==> src/rtl/reaction_timer_ms.sv <==
// Reaction timer: random pre-light delay from an LFSR, then a BCD millisecond count
// until stop, with early-press and saturation flags held for the display mux.
module reaction_timer_ms #(
   parameter int CLK_HZ      = 50_000_000,
   parameter int TICK_HZ     = 1000,
   parameter int DIGITS      = 4,
   parameter int MIN_WAIT_MS = 2000,
   parameter int RAND_BITS   = 12
) (
   input  logic                  clk,
   input  logic                  reset,
   input  logic                  clear,
   input  logic                  start,
   input  logic                  stop,
   output logic                  led,
   output logic [4*DIGITS-1:0]   bcd,
   output logic                  busy,
   output logic                  done_tick,
   output logic                  early,
   output logic                  timeout,
   output logic [2:0]            state_dbg
);

   localparam int DIV = CLK_HZ / TICK_HZ;
   localparam int PW  = (DIV > 1) ? $clog2(DIV) : 1;
   localparam int WW  = $clog2(MIN_WAIT_MS + 2**RAND_BITS);
   localparam int BW  = 4 * DIGITS;
   localparam logic [BW-1:0] ALL9 = {DIGITS{4'h9}};

   typedef enum logic [2:0] {
      S_IDLE    = 3'd0,
      S_WAIT    = 3'd1,
      S_MEASURE = 3'd2,
      S_DONE    = 3'd3,
      S_EARLY   = 3'd4
   } state_t;

   state_t          state, state_n;
   logic            start_q, stop_q, primed;
   logic            start_e, stop_e;
   logic [15:0]     lfsr;
   logic [PW-1:0]   presc;
   logic            ms_tick;
   logic            presc_clr;
   logic [WW-1:0]   wait_cnt, wait_n, wait_load;
   logic [BW-1:0]   bcd_r, bcd_n;
   logic            done_r, done_n;
   logic            early_r, early_n;
   logic            timeout_r, timeout_n;

   function automatic logic [BW-1:0] bcd_incr(input logic [BW-1:0] v);
      logic [BW-1:0] r;
      logic          c;
      r = v;
      c = 1'b1;
      for (int i = 0; i < DIGITS; i++) begin
         if (c) begin
            if (r[4*i +: 4] >= 4'd9) begin
               r[4*i +: 4] = 4'd0;
            end else begin
               r[4*i +: 4] = r[4*i +: 4] + 4'd1;
               c = 1'b0;
            end
         end
      end
      return r;
   endfunction

   // primed masks the first cycle after reset so a level held across reset is not an edge
   assign start_e   = start & ~start_q & primed;
   assign stop_e    = stop & ~stop_q & primed;
   assign ms_tick   = (presc == PW'(DIV - 1));
   assign wait_load = WW'(MIN_WAIT_MS) + WW'(lfsr[RAND_BITS-1:0]);

   always_ff @(posedge clk or posedge reset) begin
      if (reset) begin
         start_q <= 1'b0;
         stop_q  <= 1'b0;
         primed  <= 1'b0;
         lfsr    <= 16'hACE1;
      end else begin
         start_q <= start;
         stop_q  <= stop;
         primed  <= 1'b1;
         lfsr    <= {lfsr[14:0], lfsr[15] ^ lfsr[13] ^ lfsr[12] ^ lfsr[10]};
      end
   end

   always_ff @(posedge clk or posedge reset) begin
      if (reset) begin
         presc <= '0;
      end else if (clear || presc_clr || ms_tick) begin
         presc <= '0;
      end else if (state == S_WAIT || state == S_MEASURE) begin
         presc <= presc + 1'b1;
      end
   end

   always_ff @(posedge clk or posedge reset) begin
      if (reset) begin
         state     <= S_IDLE;
         wait_cnt  <= '0;
         bcd_r     <= '0;
         done_r    <= 1'b0;
         early_r   <= 1'b0;
         timeout_r <= 1'b0;
      end else begin
         state     <= state_n;
         wait_cnt  <= wait_n;
         bcd_r     <= bcd_n;
         done_r    <= done_n;
         early_r   <= early_n;
         timeout_r <= timeout_n;
      end
   end

   always_comb begin
      state_n   = state;
      wait_n    = wait_cnt;
      bcd_n     = bcd_r;
      done_n    = 1'b0;
      early_n   = early_r;
      timeout_n = timeout_r;
      presc_clr = 1'b0;
      if (clear) begin
         state_n   = S_IDLE;
         bcd_n     = '0;
         early_n   = 1'b0;
         timeout_n = 1'b0;
      end else begin
         case (state)
            S_IDLE, S_DONE, S_EARLY: begin
               if (start_e) begin
                  state_n   = S_WAIT;
                  wait_n    = wait_load;
                  bcd_n     = '0;
                  early_n   = 1'b0;
                  timeout_n = 1'b0;
                  presc_clr = 1'b1;
               end
            end
            S_WAIT: begin
               if (stop_e) begin
                  state_n = S_EARLY;
                  early_n = 1'b1;
                  bcd_n   = '0;
               end else if (wait_cnt == '0) begin
                  state_n   = S_MEASURE;
                  presc_clr = 1'b1;
               end else if (ms_tick) begin
                  wait_n = wait_cnt - 1'b1;
                  if (wait_cnt == WW'(1)) begin
                     state_n   = S_MEASURE;
                     presc_clr = 1'b1;
                  end
               end
            end
            S_MEASURE: begin
               // a stop edge wins over a tick landing in the same cycle
               if (stop_e) begin
                  state_n = S_DONE;
                  done_n  = 1'b1;
               end else if (ms_tick) begin
                  if (bcd_r == ALL9) begin
                     state_n   = S_DONE;
                     done_n    = 1'b1;
                     timeout_n = 1'b1;
                  end else begin
                     bcd_n = bcd_incr(bcd_r);
                  end
               end
            end
            default: state_n = S_IDLE;
         endcase
      end
   end

   assign led       = (state == S_MEASURE);
   assign busy      = (state == S_WAIT) || (state == S_MEASURE);
   assign bcd       = bcd_r;
   assign done_tick = done_r;
   assign early     = early_r;
   assign timeout   = timeout_r;
   assign state_dbg = state;

endmodule

==> config.mk <==
export PLATFORM = sky130hd
export DESIGN_NAME = reaction_timer_ms
export DESIGN_NICKNAME = d
export VERILOG_FILES = /design/src/rtl/reaction_timer_ms.sv
export SDC_FILE = /design/constraint.sdc
export NUM_CORES = 1
export LEC_CHECK = 0
export CORE_MARGIN = 3
export CORE_UTILIZATION = 55
export DETAILED_ROUTE_END_ITERATION = 16
export PLACE_DENSITY_LB_ADDON = 0.08
export SYNTH_ARGS = -nofsm -noshare
export SYNTH_HDL_FRONTEND = slang
export SYNTH_SLANG_ARGS = --single-unit
==> constraint.sdc <==
create_clock -name clk -period 2.7 [get_ports clk]
set_clock_uncertainty 0.05 [all_clocks]
set_input_delay 0.54 -clock clk [delete_from_list [all_inputs] [get_ports clk]]
set_output_delay 0.54 -clock clk [all_outputs]
set_load 0.02 [all_outputs]
Word level (Yosys, flattened, before mapping)
Index checks and enable logic that the tools add are counted.
{ "word_totals": {"wordCells": 150, "latchBits": 0, "n_memories": 0, "register_bits": 70, "rom_bits": 0, "input_bits": 5, "ram_bits": 0} }
{ "op_classes": {"div_mod_pow": 0, "n_lt_le_gt_ge": 4, "n_eq_ne": 24, "n_mux": 72, "reduce_logical": 19, "addsub": 7, "bitwise_logic": 10, "shift": 0, "multipliers": 0} }
{ "op_table": {"columns": ["op", "n"], "rows": [
  ["$mux 16", 8],
  ["$mux 13", 4],
  ["$pmux 16 s3", 1],
  ["$mux 1", 38],
  ["$eq 16x16->1 const B", 2],
  ["$mux 4", 7],
  ["$mux 3", 9],
  ["$pmux 13 s2", 1],
  ["$reduce_and 7->1", 3],
  ["$add 16x1->16 const B", 1],
  ["$add 4x1->4 const B", 4],
  ["$ge 4x4->1 const B", 4],
  ["$ne 3x2->1 const B", 5],
  ["$add 11x12->13 const A", 1],
  ["$eq 13x1->1 const B", 1],
  ["$logic_not 13->1", 1],
  ["$sub 13x1->13 const B", 1],
  ["$ne 3x3->1 const B", 4],
  ["$reduce_and 6->1", 2],
  ["$ne 5x5->1 const B", 2],
  ["$reduce_and 5->1", 2],
  ["$pmux 3 s3", 1],
  ["$ne 2x2->1 const B", 4],
  ["$ne 4x2->1 const B", 2],
  ["other kinds (14)", 28]
]} }

Depth between registers and ports, before layout
{ "depth": {"depth_word": 25, "ltp_mapped": 9, "mapped_depth_nobuf": 7} }

Worst setup path before layout
OpenSTA, ideal clock, no wires.
{ "synth_path": {"path_kind": "register to register", "from": "register state[0] (netlist: state_dbg[0])", "to": "register bcd_r[8] (netlist: bcd[8])", "t_arrival_ns": 2.305, "setup_ns": 0.125, "path_slack_ns": 0.220, "n_path_buf": 2, "path_stages_with_launch": 8, "path_cell_list": "dfrtp_1 -> buf_2 -> or4b_2 -> clkbuf_1 -> a41o_1 -> a21boi_0 -> nand2_1 -> mux2_2"} }
{ "synth_between": {"elab_chain_cells": 4, "word_cells_on_any_way": 16, "classes_between": "10 x eq/ne; 2 x mux; 4 x reduce/logical"} }
{ "synth_lines": {"columns": ["item", "line_no", "text"], "rows": [
  ["start, declared", "38", "state_t state, state_n;"],
  ["start signal, assigned", "108", "state <= state_n;"],
  ["$eq 3x2->1, or another cell as far along", "131", "case (state)"],
  ["$reduce_or 3->1", "131", null],
  ["$ne 3x3->1 (no line), or another cell as far along", null, null],
  ["$reduce_and 7->1 (no line) or $mux 16 (tied branches)", null, null],
  ["end signal, assigned", "110", "bcd_r <= bcd_n;"],
  ["end, declared", "46", "logic [BW-1:0] bcd_r, bcd_n;"]
]} }
Parallel ways exist; a longest one is shown, timed or not.
A chain may end at the register's enable or synchronous reset.

Final worst setup path
{ "layout_path": {"from": "register presc[13]", "to": "register bcd_r[14] (netlist: bcd[14])"} }
{ "layout_between": {"elab_chain_cells": 3} }
{ "layout_lines": {"columns": ["item", "line_no", "text"], "rows": [
  ["start, declared", "42", "logic [PW-1:0] presc;"],
  ["start signal, assigned", "95", "presc <= presc + 1'b1;"],
  ["$eq 16x16->1", "72", "assign ms_tick = (presc == PW'(DIV - 1));"],
  ["$ne 3x2->1 (no line)", null, null],
  ["$reduce_and 7->1 (no line)", null, null]
]} }
No other way between the ends.

==> impl_metrics.csv <==
group,metric,value,unit
run_status,outcome,"complete, no violations",
timing,tightest_slew,0.7098,ns
cells_and_area,mostFrequentLayoutCells,"dfrtp_1 (61), nor2_1 (43), buf_4 (31), clkdlybuf4s50_1 (28), nand2_1 (26)",
timing,fin_crit,2.600,ns
clock_network,clockBufferDepth,2,
flow_run,drv_cap,0,
synth,syn_area_per_cell,9.804,um^2
place,dpl.hpwl,7.122,mm
power,peakVddDrop,0.4225,mV
timing,finalHoldViolations,0,
setup_path,cp_data_required_time,2.87,ns
routing,num_vias,3490,
clock_network,htree_levels,3,
clock_network,cts_root_buffer,"clkbuf_8",
grt,grt.total_usage,24.83,%
grt,overflow,0,
grt,grt_pass1_wl,16.73,mm
setup_path,cp_slowest_cell,"or4b_2",
floorplan,pin_count,29,
place,portBuffers,28,
clock_network,cts_tree,"built",
cells_and_area,nets,488,
timing,finalMaxSlewViolations,0,
timing,relSlewSlack,52.18,%
routing,drt_iter0_markers,272,
grt,grt_max_degree,32,
clock_network,cts_buffers,9,
synth,syn-num-nets,435,
setup_path,worstPathCellList,"or4b_2, o41ai_4, nand3_2, buf_4, o31ai_1, o41ai_2",
synth,yosys_warnings,0,
synth,yosys_most_used_dff,"dfrtp_1",
routing,drc,0,
setup_path,path_max_fanout,5,
floorplan,rows,30,
power,powerDensity,800.5,mW/mm^2
floorplan,start_util,57.99,%
setup_path,cp-start-kind,"flop",
setup_path,cp-end-kind,"flop",
timing,max_freq,384.6,MHz
synth,synth-seq-cells,70,
cells_and_area,antenna_cells,0,
place,place_area,0.004614,mm^2
clock_network,path_clk_slew,0.08,ns
floorplan,core_area,0.006982,mm^2
floorplan,design.die.area,0.008427,mm^2
routing,drtAntennaViolNets,0,
setup_path,arrival,2.76,ns
timing,setup_viol,0,
routing,viasPerCell,6.155,
cells_and_area,syn_to_final_growth,20.33,%
cells_and_area,fin_area,0.004872,mm^2
cells_and_area,drive_above_1_share,18.05,%
routing,wire_per_inst,17.41,um
floorplan,die_h,91.80,um
setup_path,max_stage_delay,0.73,ns
routing,firstDrtPassIters,5,
clock_network,post_cts_buffers,0,
hold_path,hold_class,"reg -> reg",
synth,async_flop_share,100.0,%
place,place.gp.congestion,0.8925,
clock_network,cts.sinks,70,
setup_path,crit_type,"reg -> reg",
timing,finalCritPeriodShare,96.29,%
cells_and_area,utilization,69.78,%
timing,grt_setup_unrepaired,"no",
floorplan,chipWidth,91.80,um
cells_and_area,final_common_cell,"dfrtp_1",
cells_and_area,fillCellCount,540,
synth,ys_seq_area_share,43.51,%
synth,ys_types,72,
clock_network,clk_latency,0.35,ns
synth,netlist_area,0.004049,mm^2
power,p_leak,2.071,nW
grt,antenna_found_initial,0,
synth,netlist_instances,413,
routing,drt_wl_total,9.870,mm
synth,synth_edf_count,0,
grt,first_global_vias,3398,
[worst max-delay path, delay by kind of cell, from the launching register on]
| kind | cells | cell delay, ns |
|---|---|---|
| and+or+nand+nor | 2 | 0.93 |
| DFF | 1 | 0.38 |
| buffers and inverters | 1 | 0.19 |
| AOI/OAI and AO/OA | 3 | 0.91 |
[layer usage]
layer  GRT usage (%)  routed length (um)  share of wire (%)
met2           37.74                4589                 46
met5               0                   0                  0
met3           5.086                 578                5.9
met1           35.24                4562                 46
met4           9.035                 140                1.4
[sequential cells by signal, indices dropped and copies added (netlist names)]
name,cells
state_dbg,3
primed,1
timeout,1
early,1
wait_cnt,13
lfsr,16
stop_q,1
done_tick,1
presc,16
start_q,1
bcd,16
[synthesized netlist by cell type (5+ instances only)]
| master | instances | area (um^2) |
|---|---|---|
| inv_1 | 21 | 78.83 |
| a31oi_1 | 8 | 50.05 |
| and3_1 | 5 | 31.28 |
| nand4_1 | 9 | 56.30 |
| o21ai_0 | 11 | 55.05 |
| ha_1 | 17 | 212.7 |
| clkbuf_1 | 11 | 41.29 |
| nand2_1 | 26 | 97.59 |
| dfstp_2 | 8 | 210.2 |
| dfrtp_1 | 62 | 1551 |
| nand3_1 | 11 | 55.05 |
| xnor2_1 | 14 | 122.6 |
| xor2_1 | 9 | 78.83 |
| a21oi_1 | 14 | 70.07 |
| nor3_1 | 22 | 110.1 |
| mux2i_1 | 6 | 60.06 |
| nor2_1 | 43 | 161.4 |
| nor4_1 | 5 | 31.28 |
[stage by stage]
stage / worst slack [ns] / hold slack [ns] / cells / power [W] / TNS (ns)
6_report: 0.1002 / 0.3086 / 567 / 0.003900 / 0
5_1_grt: 0.005657 / 0.3240 / 567 / 0.004154 / 0
4_1_cts: 0.001824 / 0.3110 / 567 / 0.003897 / 0
3_5_place_dp: -0.1097 / 0.2970 / 551 / 0.002900 / -0.1128
3_3_place_gp: 0.02654 / 0.2865 / 551 / 0.002862 / 0
2_1_floorplan: 0.2201 / 0.2830 / 413 / 0.002352 / 0
[layout make-up]
cell class / instances / area [um^2] / share of cell area, %
Inverter: 21 / 78.83 / 1.618
Clock buffer: 9 / 123.9 / 2.542
Multi-Input combinational cell: 304 / 2150 / 44.12
Sequential cell: 70 / 1763 / 36.18
Timing Repair Buffer: 60 / 533.0 / 10.94
Clock inverter: 7 / 103.9 / 2.131
Tap cell: 96 / 120.1 / 2.465
[where the power goes]
part / switching, W / internal, W
Combinational: 0.000843 / 0.000692
Sequential: 0.000204 / 0.00119
Clock: 0.000442 / 0.000533
[final timing paths]
| kind | startpoint | to | slack [ns] | cells after the start |
|---|---|---|---|---|
| max | presc[13]$_DFFE_PP0P_ | bcd[14]$_DFFE_PP0P_ | 0.10 | 6 |
| min | lfsr[14]$_DFF_PP0_ | lfsr[15]$_DFF_PP1_ | 0.31 | 0 |
| max reg2reg | presc[13]$_DFFE_PP0P_ | bcd[14]$_DFFE_PP0P_ | 0.10 | 6 |
| min reg2reg | lfsr[14]$_DFF_PP0_ | lfsr[15]$_DFF_PP1_ | 0.31 | 0 |
| max in group asynchronous | reset | presc[8]$_DFFE_PP0P_ | 1.47 | 3 |
| min in group asynchronous | reset | stop_q$_DFF_PP0_ | 0.50 | 2 |
[what timing repair did]
action	in CTS	in global routing
setup endpoints to repair	0	2
hold buffers	0	0
gates resized for setup	0	6
[cells by family (layout without fill, tap and decap cells)]
kind of cell             Yosys count  count (layout)  synth area share, %
other                              1               1              0.09262
XOR/XNOR                          23              23                4.975
buffers and inverters             39              97                4.110
AO/OA/AOI/OAI                     87              87                16.22
adder cells (fa/ha/maj)           17              17                5.253
multiplexers                       9               9                2.318
flip-flops                        70              70                43.51
AND/OR/NAND/NOR                  167             167                23.52
No activity file was read; power rests on OpenSTA's default activity.
